### src/rtl/rom_load_pkg.sv
// rtl/rom_load_pkg.sv - shared types and constants for the ROM download arbiter
package rom_load_pkg;

   // Default region boundaries (exclusive ends, byte addresses)
   localparam logic [24:0] CPU_END_D = 25'h000A000;
   localparam logic [24:0] SND_END_D = 25'h000B000;
   localparam logic [24:0] GFX_END_D = 25'h001B000;

   // ioctl index values
   localparam logic [7:0] IDX_ROM = 8'd0;
   localparam logic [7:0] IDX_MOD = 8'd1;
   localparam logic [7:0] IDX_DIP = 8'd254;

   typedef enum logic [1:0] {
      REG_CPU = 2'd0,
      REG_SND = 2'd1,
      REG_GFX = 2'd2
   } region_t;

   typedef enum logic [1:0] {
      LD_IDLE  = 2'd0,
      LD_LOW   = 2'd1,
      LD_FLUSH = 2'd2,
      LD_ISSUE = 2'd3
   } ld_state_t;

   typedef enum logic [1:0] {
      OWN_NONE = 2'd0,
      OWN_LD   = 2'd1,
      OWN_CPU  = 2'd2
   } owner_t;

endpackage

### src/rtl/ioctl_word_packer.sv
// rtl/ioctl_word_packer.sv - decodes ROM bytes into regions and packs them into 16-bit words
module ioctl_word_packer
   import rom_load_pkg::*;
#(
   parameter logic [24:0] CPU_END = CPU_END_D,
   parameter logic [24:0] SND_END = SND_END_D,
   parameter logic [24:0] GFX_END = GFX_END_D,
   parameter int          MEM_AW  = 16
) (
   input  logic              i_clk,
   input  logic              i_rst_n,
   input  logic              i_download,
   input  logic              i_wr,
   input  logic [7:0]        i_index,
   input  logic [24:0]       i_addr,
   input  logic [7:0]        i_dout,
   input  logic              i_ack,
   output logic              o_req,
   output logic              o_wait,
   output logic              o_busy,
   output logic [1:0]        o_sel,
   output logic [MEM_AW-1:0] o_addr,
   output logic [15:0]       o_wdata
);

   ld_state_t         r_state;
   ld_state_t         w_next;
   region_t           r_sel;
   logic [MEM_AW-1:0] r_addr;
   logic [15:0]       r_wdata;

   // A byte that arrived for a different word while the previous low byte was still pending
   logic              r_nxt_valid;
   logic              r_nxt_odd;
   logic [7:0]        r_nxt_byte;
   region_t           r_nxt_sel;
   logic [MEM_AW-1:0] r_nxt_addr;

   region_t           w_region;
   logic [24:0]       w_base;
   logic [24:0]       w_diff;
   logic              w_in_range;
   logic [MEM_AW-1:0] w_waddr;
   logic              w_odd;
   logic              w_take;
   logic              w_same;
   logic              w_unused_hi;

   // Region decode: first boundary exceeding the address wins
   always_comb begin
      w_region   = REG_CPU;
      w_base     = '0;
      w_in_range = 1'b1;
      if (i_addr < CPU_END) begin
         w_region = REG_CPU;
         w_base   = '0;
      end else if (i_addr < SND_END) begin
         w_region = REG_SND;
         w_base   = CPU_END;
      end else if (i_addr < GFX_END) begin
         w_region = REG_GFX;
         w_base   = SND_END;
      end else begin
         w_in_range = 1'b0;
      end
   end

   assign w_diff      = i_addr - w_base;
   assign w_waddr     = w_diff[MEM_AW:1];
   assign w_odd       = w_diff[0];
   assign w_unused_hi = ^w_diff[24:MEM_AW+1];
   assign w_take      = i_wr & (i_index == IDX_ROM) & w_in_range;
   assign w_same      = (w_region == r_sel) & (w_waddr == r_addr);

   // State register
   always_ff @(posedge i_clk or negedge i_rst_n) begin
      if (!i_rst_n) r_state <= LD_IDLE;
      else          r_state <= w_next;
   end

   // Next-state: pair even/odd bytes, flush a lone low byte on mismatch or download end
   always_comb begin
      w_next = r_state;
      case (r_state)
         LD_IDLE: begin
            if (w_take) w_next = w_odd ? LD_ISSUE : LD_LOW;
         end
         LD_LOW: begin
            if (w_take) w_next = (w_same & !w_odd) ? LD_LOW : LD_ISSUE;
            else if (!i_download) w_next = LD_FLUSH;
         end
         LD_FLUSH: w_next = LD_ISSUE;
         LD_ISSUE: begin
            if (i_ack) begin
               if (r_nxt_valid) w_next = r_nxt_odd ? LD_ISSUE : LD_LOW;
               else             w_next = LD_IDLE;
            end
         end
         default: w_next = LD_IDLE;
      endcase
   end

   // Outputs decoded from state
   always_comb begin
      o_req  = (r_state == LD_ISSUE);
      o_wait = (r_state == LD_ISSUE) | (r_state == LD_FLUSH);
      o_busy = (r_state != LD_IDLE);
   end

   // Word datapath: byte lanes, word address, deferred byte
   always_ff @(posedge i_clk or negedge i_rst_n) begin
      if (!i_rst_n) begin
         r_sel       <= REG_CPU;
         r_addr      <= '0;
         r_wdata     <= '0;
         r_nxt_valid <= 1'b0;
         r_nxt_odd   <= 1'b0;
         r_nxt_byte  <= '0;
         r_nxt_sel   <= REG_CPU;
         r_nxt_addr  <= '0;
      end else begin
         case (r_state)
            LD_IDLE: begin
               if (w_take) begin
                  r_sel   <= w_region;
                  r_addr  <= w_waddr;
                  r_wdata <= w_odd ? {i_dout, 8'h00} : {8'h00, i_dout};
               end
            end
            LD_LOW: begin
               if (w_take) begin
                  if (w_same) begin
                     if (w_odd) r_wdata[15:8] <= i_dout;
                     else       r_wdata[7:0]  <= i_dout;
                  end else begin
                     r_wdata[15:8] <= 8'h00;
                     r_nxt_valid   <= 1'b1;
                     r_nxt_odd     <= w_odd;
                     r_nxt_byte    <= i_dout;
                     r_nxt_sel     <= w_region;
                     r_nxt_addr    <= w_waddr;
                  end
               end
            end
            LD_FLUSH: r_wdata[15:8] <= 8'h00;
            LD_ISSUE: begin
               if (i_ack && r_nxt_valid) begin
                  r_sel       <= r_nxt_sel;
                  r_addr      <= r_nxt_addr;
                  r_wdata     <= r_nxt_odd ? {r_nxt_byte, 8'h00} : {8'h00, r_nxt_byte};
                  r_nxt_valid <= 1'b0;
               end
            end
            default: ;
         endcase
      end
   end

   assign o_sel   = r_sel;
   assign o_addr  = r_addr;
   assign o_wdata = r_wdata;

endmodule

### src/rtl/rom_load_arbiter.sv
// rtl/rom_load_arbiter.sv - ioctl download owner sharing one memory port with a CPU reader
module rom_load_arbiter
   import rom_load_pkg::*;
#(
   parameter logic [24:0] CPU_END  = CPU_END_D,
   parameter logic [24:0] SND_END  = SND_END_D,
   parameter logic [24:0] GFX_END  = GFX_END_D,
   parameter int          MEM_AW   = 16,
   parameter int          HOLD_CYC = 16
) (
   input  logic              i_clk_sys,
   input  logic              i_reset_n,
   input  logic              i_ioctl_download,
   input  logic              i_ioctl_wr,
   input  logic [24:0]       i_ioctl_addr,
   input  logic [7:0]        i_ioctl_dout,
   input  logic [7:0]        i_ioctl_index,
   output logic              o_ioctl_wait,
   output logic              o_mem_req,
   output logic              o_mem_we,
   output logic [1:0]        o_mem_sel,
   output logic [MEM_AW-1:0] o_mem_addr,
   output logic [15:0]       o_mem_wdata,
   input  logic              i_mem_ack,
   input  logic              i_cpu_req,
   input  logic [1:0]        i_cpu_sel,
   input  logic [MEM_AW-1:0] i_cpu_addr,
   output logic              o_cpu_ack,
   output logic              o_core_reset,
   output logic [7:0]        o_mod,
   output logic [63:0]       o_dip_sw
);

   localparam int HOLD_W = $clog2(HOLD_CYC + 1);

   owner_t            r_owner;
   logic [HOLD_W-1:0] r_hold;
   logic [7:0]        r_mod;
   logic [63:0]       r_dip;

   logic              w_ld_req;
   logic              w_ld_busy;
   logic [1:0]        w_ld_sel;
   logic [MEM_AW-1:0] w_ld_addr;
   logic              w_block;
   logic              w_grant_ld;
   logic              w_grant_cpu;
   logic              w_act_ld;
   logic              w_act_cpu;
   logic              w_ld_ack;

   ioctl_word_packer #(
      .CPU_END (CPU_END),
      .SND_END (SND_END),
      .GFX_END (GFX_END),
      .MEM_AW  (MEM_AW)
   ) u_packer (
      .i_clk      (i_clk_sys),
      .i_rst_n    (i_reset_n),
      .i_download (i_ioctl_download),
      .i_wr       (i_ioctl_wr),
      .i_index    (i_ioctl_index),
      .i_addr     (i_ioctl_addr),
      .i_dout     (i_ioctl_dout),
      .i_ack      (w_ld_ack),
      .o_req      (w_ld_req),
      .o_wait     (o_ioctl_wait),
      .o_busy     (w_ld_busy),
      .o_sel      (w_ld_sel),
      .o_addr     (w_ld_addr),
      .o_wdata    (o_mem_wdata)
   );

   // The CPU is locked out for the whole ROM download and while any loader word is in flight.
   // Grants happen combinationally on an idle port so a ready word reaches mem_req without delay;
   // the owner register then pins the grant until mem_ack.
   assign w_block     = i_ioctl_download & (i_ioctl_index == IDX_ROM);
   assign w_grant_ld  = (r_owner == OWN_NONE) & w_ld_req;
   assign w_grant_cpu = (r_owner == OWN_NONE) & !w_ld_busy & i_cpu_req & !w_block;
   assign w_act_ld    = (r_owner == OWN_LD)  | w_grant_ld;
   assign w_act_cpu   = (r_owner == OWN_CPU) | w_grant_cpu;
   assign w_ld_ack    = i_mem_ack & w_act_ld;

   assign o_mem_req    = w_act_ld | w_act_cpu;
   assign o_mem_we     = w_act_ld;
   assign o_mem_sel    = w_act_cpu ? i_cpu_sel  : w_ld_sel;
   assign o_mem_addr   = w_act_cpu ? i_cpu_addr : w_ld_addr;
   assign o_cpu_ack    = i_mem_ack & w_act_cpu;
   assign o_core_reset = w_block | (r_hold != '0);
   assign o_mod        = r_mod;
   assign o_dip_sw     = r_dip;

   // Port ownership: held from grant until the completing mem_ack
   always_ff @(posedge i_clk_sys or negedge i_reset_n) begin
      if (!i_reset_n)       r_owner <= OWN_NONE;
      else if (i_mem_ack)   r_owner <= OWN_NONE;
      else if (w_grant_ld)  r_owner <= OWN_LD;
      else if (w_grant_cpu) r_owner <= OWN_CPU;
   end

   // Core reset hold: reloaded while downloading and on every loader completion, then counts out
   always_ff @(posedge i_clk_sys or negedge i_reset_n) begin
      if (!i_reset_n)               r_hold <= HOLD_W'(HOLD_CYC);
      else if (w_block | w_ld_ack)  r_hold <= HOLD_W'(HOLD_CYC);
      else if (r_hold != '0)        r_hold <= r_hold - HOLD_W'(1);
   end

   // Mod and DIP byte capture from their own ioctl indexes
   always_ff @(posedge i_clk_sys or negedge i_reset_n) begin
      if (!i_reset_n) begin
         r_mod <= 8'hFF;
         r_dip <= '0;
      end else if (i_ioctl_wr) begin
         if (i_ioctl_index == IDX_MOD) r_mod <= i_ioctl_dout;
         if ((i_ioctl_index == IDX_DIP) && (i_ioctl_addr[24:3] == '0))
            r_dip[{i_ioctl_addr[2:0], 3'b000} +: 8] <= i_ioctl_dout;
      end
   end

endmodule
### config.mk
export PLATFORM = sky130hd
export DESIGN_NAME = rom_load_arbiter
export DESIGN_NICKNAME = d
export VERILOG_FILES = /design/src/rtl/rom_load_pkg.sv /design/src/rtl/ioctl_word_packer.sv /design/src/rtl/rom_load_arbiter.sv
export SDC_FILE = /design/constraint.sdc
export NUM_CORES = 1
export LEC_CHECK = 0
export ABC_AREA = 1
export CORE_MARGIN = 1
export CORE_UTILIZATION = 51
export CTS_CLUSTER_SIZE = 8
export DETAILED_ROUTE_END_ITERATION = 7
export PLACE_DENSITY = 0.92
export SYNTH_ARGS = -nofsm -noshare
export SYNTH_HDL_FRONTEND = slang
export SYNTH_HIERARCHICAL = 1
export SYNTH_SLANG_ARGS = --single-unit
### constraint.sdc
create_clock -name i_clk_sys -period 2.5 [get_ports i_clk_sys]
set_input_delay 0.375 -clock i_clk_sys [delete_from_list [all_inputs] [get_ports i_clk_sys]]
set_output_delay 0.375 -clock i_clk_sys [all_outputs]
set_load 0.02 [all_outputs]
==> tab_implementation.tex <==
\begin{tabular}{lr}
\hline
Metric & Value \\
\hline
\multicolumn{2}{l}{\textbf{Status}} \\
Violated checks & design-rule violations, negative setup slack \\
Run status & complete, but fails checks \\
\multicolumn{2}{l}{\textbf{Flow run}} \\
Total of max-cap violations & 0 \\
\multicolumn{2}{l}{\textbf{Floorplan}} \\
Number of I/O pins & 176 \\
DIE AREA & $\sim$16,000 um2 \\
FP Rows & 44 \\
Area of the placeable core & about 15,000 um2 \\
Effective utilization at floorplan & 0.530 \\
Die Span X & between 100 and 150 um \\
Vertical die dimension & roughly 130 um \\
\multicolumn{2}{l}{\textbf{Yosys}} \\
Mapped Area & 7820 um2 \\
Share of synthesized cell area in and, or, nand and nor gates & 0.345 \\
Post-synthesis area per instance & 7.90 um2 \\
Yosys Warn Count & 6 \\
Flop and latch count out of synthesis & about 140 \\
Combinational family with the most area after synthesis & simple AND/OR/NAND/NOR gates \\
Proportion of synthesized chip area in sequential cells & 0.459 \\
Net Count, Synth & around 1,100 \\
Cells after synthesis & just under 1,000 \\
Synthesized-area fraction occupied by ao, oa, aoi and oai cells & 0.0972 \\
Fraction of synthesized cell area taken by the top area cell type & 0.429 \\
Synth unique cells & 40 \\
Post-Synth XOR/XNOR Area & 0.0134 \\
Mux contribution to synthesized area & 0 \\
Fraction of the mapped netlist area in adder cells & 0.0138 \\
Top post-synthesis cells by area & sky130\_fd\_sc\_hd\_\_dfrtp\_1 43\%, sky130\_fd\_sc\_hd\_\_nand2\_1 17\%, sky130\_fd\_sc\_hd\_\_o21ai\_2 4.4\%, sky130\_fd\_sc\_hd\_\_nand3\_1 4.2\%, sky130\_fd\_sc\_hd\_\_nand4\_1 4.2\% \\
Yosys top cell by area & sky130\_fd\_sc\_hd\_\_dfrtp\_1 \\
\multicolumn{2}{l}{\textbf{Global routing}} \\
Pin count of the biggest net entering global routing & 63 \\
Global Route Usage Sum & 0.343 \\
Number of global-route vias before repair & about 8,500 \\
Number of antenna violations at the first check in global routing & 0 \\
Overflow after GRT & 0 \\
Wire length of the first global-routing pass & around 43,000 um \\
\multicolumn{2}{l}{\textbf{Detailed routing}} \\
Total wire length & 29,800 um \\
Initial DRT Pass Iterations & 8 \\
WL per Instance & 20.3 um \\
DRC violation total after the first TritonRoute iteration & approximately 1,500 \\
Via count & around 9,000 \\
Residual antenna-violating net count after detailed routing & 0 \\
Remaining routing DRC violations & 11 \\
Vias per inst & 6.18 \\
\multicolumn{2}{l}{\textbf{Cells and area}} \\
ANT cells & 0 \\
Share of post-route cells with drive strength above 1 & 0.294 \\
Relative area change from synthesis to final layout & 49.6\% \\
Count of filler cells inserted in the layout & around 800 \\
Nets@finish & roughly 1,300 \\
\multicolumn{2}{l}{\textbf{Worst setup path}} \\
Worst Path Class, Setup & in -> reg \\
CP required & around 2.8 ns \\
Highest-delay cell along the critical path & sky130\_fd\_sc\_hd\_\_fa\_2 \\
Critical path cell sequence & buf\_8 -> nor2\_4 -> nand2\_2 -> nor2\_4 -> nand2\_2 -> nor2\_4 -> inv\_2 -> nor2\_2 -> ha\_2 -> inv\_2 -> fa\_2 -> xor2\_1 -> nand2\_1 -> nand3\_1 -> nor2\_1 -> nand2\_1 -> nor2\_2 -> nand2\_2 -> nand2\_4 -> nor2\_8 -> clkinv\_8 -> clkbuf\_16 -> nand2\_4 -> o21ai\_2 \\
CP startpoint kind & input pin \\
Crit path capture type & register \\
CP max FO & 5 \\
Worst-case reg-to-reg path depth & 16 \\
Stage delay of the slowest cell on the critical path & between 0.3 and 0.4 ns \\
Critical Path AT & 3.39 ns \\
\multicolumn{2}{l}{\textbf{Power and ir drop}} \\
Clock group share of total power & 0.212 \\
Total leakage power & around 5.6 nW \\
Part of the power in registers & 0.299 \\
Worst vdd ir & around 0.68 mV \\
Total power consumption of the routed design & between 10 and 15 mW \\
Net Sw Power & 4.90 mW \\
Logic gate share of total power & 0.489 \\
Internal cell power & $\sim$6.3 mW \\
Sw frac & 0.436 \\
Power per Cell Area & 960 nW/um2 \\
\multicolumn{2}{l}{\textbf{STA}} \\
Crit path time final & 3.07 ns \\
Slew at the pin closest to its max-slew limit & between 0.5 and 0.6 ns \\
Hold slack final & approximately 0.47 ns \\
Achievable Freq & between 300 and 400 MHz \\
Post-route clock skew & about 0.014 ns \\
Unrepaired setup endpoints after global routing & yes \\
Slew Viols, Final & 0 \\
Hold Vio Cnt, Final & 0 \\
Final-report setup violation count & 50 \\
Worst relative slew slack & 0.607 \\
Final period util & 1.23 \\
Worst-case setup margin in the final layout & -0.570 ns \\
\multicolumn{2}{l}{\textbf{Placement}} \\
Routability cong. & $\sim$0.92 \\
Detail Placement HPWL & $\sim$17,000 um \\
I/O Buffers & $\sim$180 \\
\multicolumn{2}{l}{\textbf{Min path}} \\
Cell count of the worst hold path & 2 \\
Worst min-delay path category & reg -> reg \\
\multicolumn{2}{l}{\textbf{Clocking}} \\
Sink Count & 143 \\
Clock root cell & sky130\_fd\_sc\_hd\_\_clkbuf\_16 \\
Clock Latency Late Sink & between 0.4 and 0.5 ns \\
TritonCTS clock tree & done \\
Clock slew seen by the registers of the worst setup and hold paths & $\sim$0.060 ns \\
Num CTS Buffers & 17 \\
Buffer levels on the longest clock path & 2 \\
CTS H-Tree Depth & 4 \\
\hline
\end{tabular}
==> layout by cell type, fill, tap and decap left out, drive strengths merged <==
| master | netlist | routed |
|---|---|---|
| a211oi | 1 | 1 |
| a21oi | 17 | 17 |
| a31oi | 19 | 19 |
| and2 | 1 | 1 |
| buf | 26 | 148 |
| clkbuf | 13 | 27 |
| clkdlybuf4s15 | 0 | 2 |
| clkdlybuf4s50 | 0 | 138 |
| clkinv | 4 | 8 |
| clkinvlp | 0 | 4 |
| dfrtp | 134 | 134 |
| dfstp | 9 | 9 |
| dlygate4sd2 | 0 | 1 |
| dlygate4sd3 | 0 | 1 |
| dlymetal6s2s | 0 | 2 |
| fa | 1 | 1 |
| ha | 7 | 7 |
| inv | 77 | 83 |
| nand2 | 370 | 370 |
| nand3 | 70 | 70 |
| nand3b | 2 | 2 |
| nand4 | 53 | 53 |
| nor2 | 78 | 78 |
| nor3 | 15 | 15 |
| nor4 | 1 | 1 |
| o21ai | 76 | 76 |
| o22ai | 1 | 1 |
| or2 | 3 | 3 |
| xnor2 | 8 | 8 |
| xor2 | 4 | 4 |
==> synth_stat cells <==
cell type,count
sky130_fd_sc_hd__buf_4,4
sky130_fd_sc_hd__nor2_4,10
sky130_fd_sc_hd__buf_6,10
sky130_fd_sc_hd__fa_1,1
sky130_fd_sc_hd__a31oi_1,18
sky130_fd_sc_hd__and2_1,1
sky130_fd_sc_hd__nor3_1,14
sky130_fd_sc_hd__dfrtp_1,134
sky130_fd_sc_hd__clkinv_1,4
sky130_fd_sc_hd__nor2_1,64
sky130_fd_sc_hd__nand2_1,355
sky130_fd_sc_hd__nor2_2,3
sky130_fd_sc_hd__xor2_1,4
sky130_fd_sc_hd__nor4_1,1
sky130_fd_sc_hd__o21ai_1,2
sky130_fd_sc_hd__nand3_2,5
sky130_fd_sc_hd__inv_1,68
sky130_fd_sc_hd__buf_2,12
sky130_fd_sc_hd__nand3b_1,2
sky130_fd_sc_hd__or2_2,2
sky130_fd_sc_hd__a211oi_1,1
sky130_fd_sc_hd__nand2_4,4
sky130_fd_sc_hd__nand3_1,65
sky130_fd_sc_hd__nand4_4,1
sky130_fd_sc_hd__o21ai_0,35
sky130_fd_sc_hd__ha_1,7
sky130_fd_sc_hd__a31oi_4,1
sky130_fd_sc_hd__inv_2,8
sky130_fd_sc_hd__clkbuf_1,13
sky130_fd_sc_hd__nor3_4,1
sky130_fd_sc_hd__nor2_8,1
sky130_fd_sc_hd__nand2_2,11
sky130_fd_sc_hd__dfstp_2,9
sky130_fd_sc_hd__a21oi_1,17
sky130_fd_sc_hd__or2_4,1
sky130_fd_sc_hd__o22ai_1,1
sky130_fd_sc_hd__nand4_1,52
sky130_fd_sc_hd__o21ai_2,39
sky130_fd_sc_hd__inv_6,1
sky130_fd_sc_hd__xnor2_1,8
==> logic make-up after synthesis <==
logic type | after synthesis
buffers and inverters | 120
AND/OR/NAND/NOR | 593
AO/OA/AOI/OAI | 114
XOR/XNOR | 12
adder cells (fa/ha/maj) | 8
flip-flops | 143
==> final timing paths <==
kind                                          start  slack, ns                       to
min in group asynchronous                 i_reset_n       0.50              o_dip_sw[2]
max in group asynchronous                 i_reset_n       1.26                r_hold[4]
worst min-delay path                   o_dip_sw[18]       0.47             o_dip_sw[18]
worst max-delay path               i_ioctl_addr[24]      -0.57  u_packer/r_nxt_addr[11]
worst max register to register  u_packer/r_state[1]      -0.04  u_packer/r_nxt_addr[11]
worst min register to register         o_dip_sw[18]       0.47             o_dip_sw[18]
==> power by group through the flow <==
stage / logic, mW / registers (mW) / clock network [mW]
floorplan: 2.68 / 3.18 / 0
global placement: 4.29 / 3.18 / 0
detailed placement: 4.45 / 3.19 / 0
CTS: 4.84 / 3.21 / 2.36
global route: 5.78 / 3.37 / 2.48
finish: 5.49 / 3.35 / 2.37
==> flip-flops by register name, indices dropped and copies added, names as in the netlist <==
| name | count |
|---|---|
| u_packer/r_nxt_odd | 1 |
| r_owner | 2 |
| u_packer/r_nxt_byte | 8 |
| o_mod | 8 |
| u_packer/r_state | 2 |
| r_hold | 5 |
| u_packer/r_nxt_valid | 1 |
| u_packer/o_wdata | 16 |
| u_packer/r_nxt_addr | 16 |
| o_dip_sw | 64 |
| u_packer/o_sel | 2 |
| u_packer/r_nxt_sel | 2 |
| u_packer/o_addr | 16 |
==> cell type report <==
| class | count | area [um2] | share of cell area |
|---|---|---|---|
| multi-input cells | 727 | 4100 | 0.351 |
| clock inverters | 13 | 104 | 0.00888 |
| clock buffers | 19 | 443 | 0.0379 |
| repair buffers | 300 | 2900 | 0.248 |
| repair inverters | 1 | 8.76 | 0.000749 |
| inverters | 81 | 322 | 0.0275 |
| flip-flops and latches | 143 | 3590 | 0.307 |
| well taps | 184 | 230 | 0.0197 |
==> per-stage QoR <==
stage	cells	instance area (um2)	setup TNS [ns]	setup WS (ns)	util
after CTS	1460	11400	-19.00	-0.488	0.771
after global placement	1411	10500	-51.81	-1.05	0.708
final	1468	11700	-23.15	-0.570	0.792
after global routing	1468	11700	-31.91	-0.690	0.792
after floorplan	990	7840	-18.05	-0.486	-
after detailed placement	1411	10500	-58.59	-1.15	0.708
==> worst max-delay path: cells and delay by family <==
kind | cells | cell delay [ns]
simple gates | 15 | 1.55
xor+xnor | 1 | 0.29
compound gates | 1 | 0.06
fa+ha+maj | 2 | 0.56
buf+inv | 5 | 0.54
==> routing by layer <==
layer | vias to the layer above | global-route usage | share of wire
met4 | 0 | 0.212 | 0.078
met5 | - | 0 | 0
met3 | 275 | 0.0777 | 0.11
met1 | 4128 | 0.403 | 0.35
met2 | 849 | 0.574 | 0.47
li1 | 3817 | - | -
==> timing repair <==
action / CTS / global route
pin swaps: 39 / 31
setup endpoints to repair: 68 / 67
hold endpoints to repair: 51 / 0
gates resized for setup: 178 / 111
gates cloned: 3 / 4
buffers inserted: 13 / 6
hold buffers: 1 / 0
No activity file was read; power rests on OpenSTA's default activity.
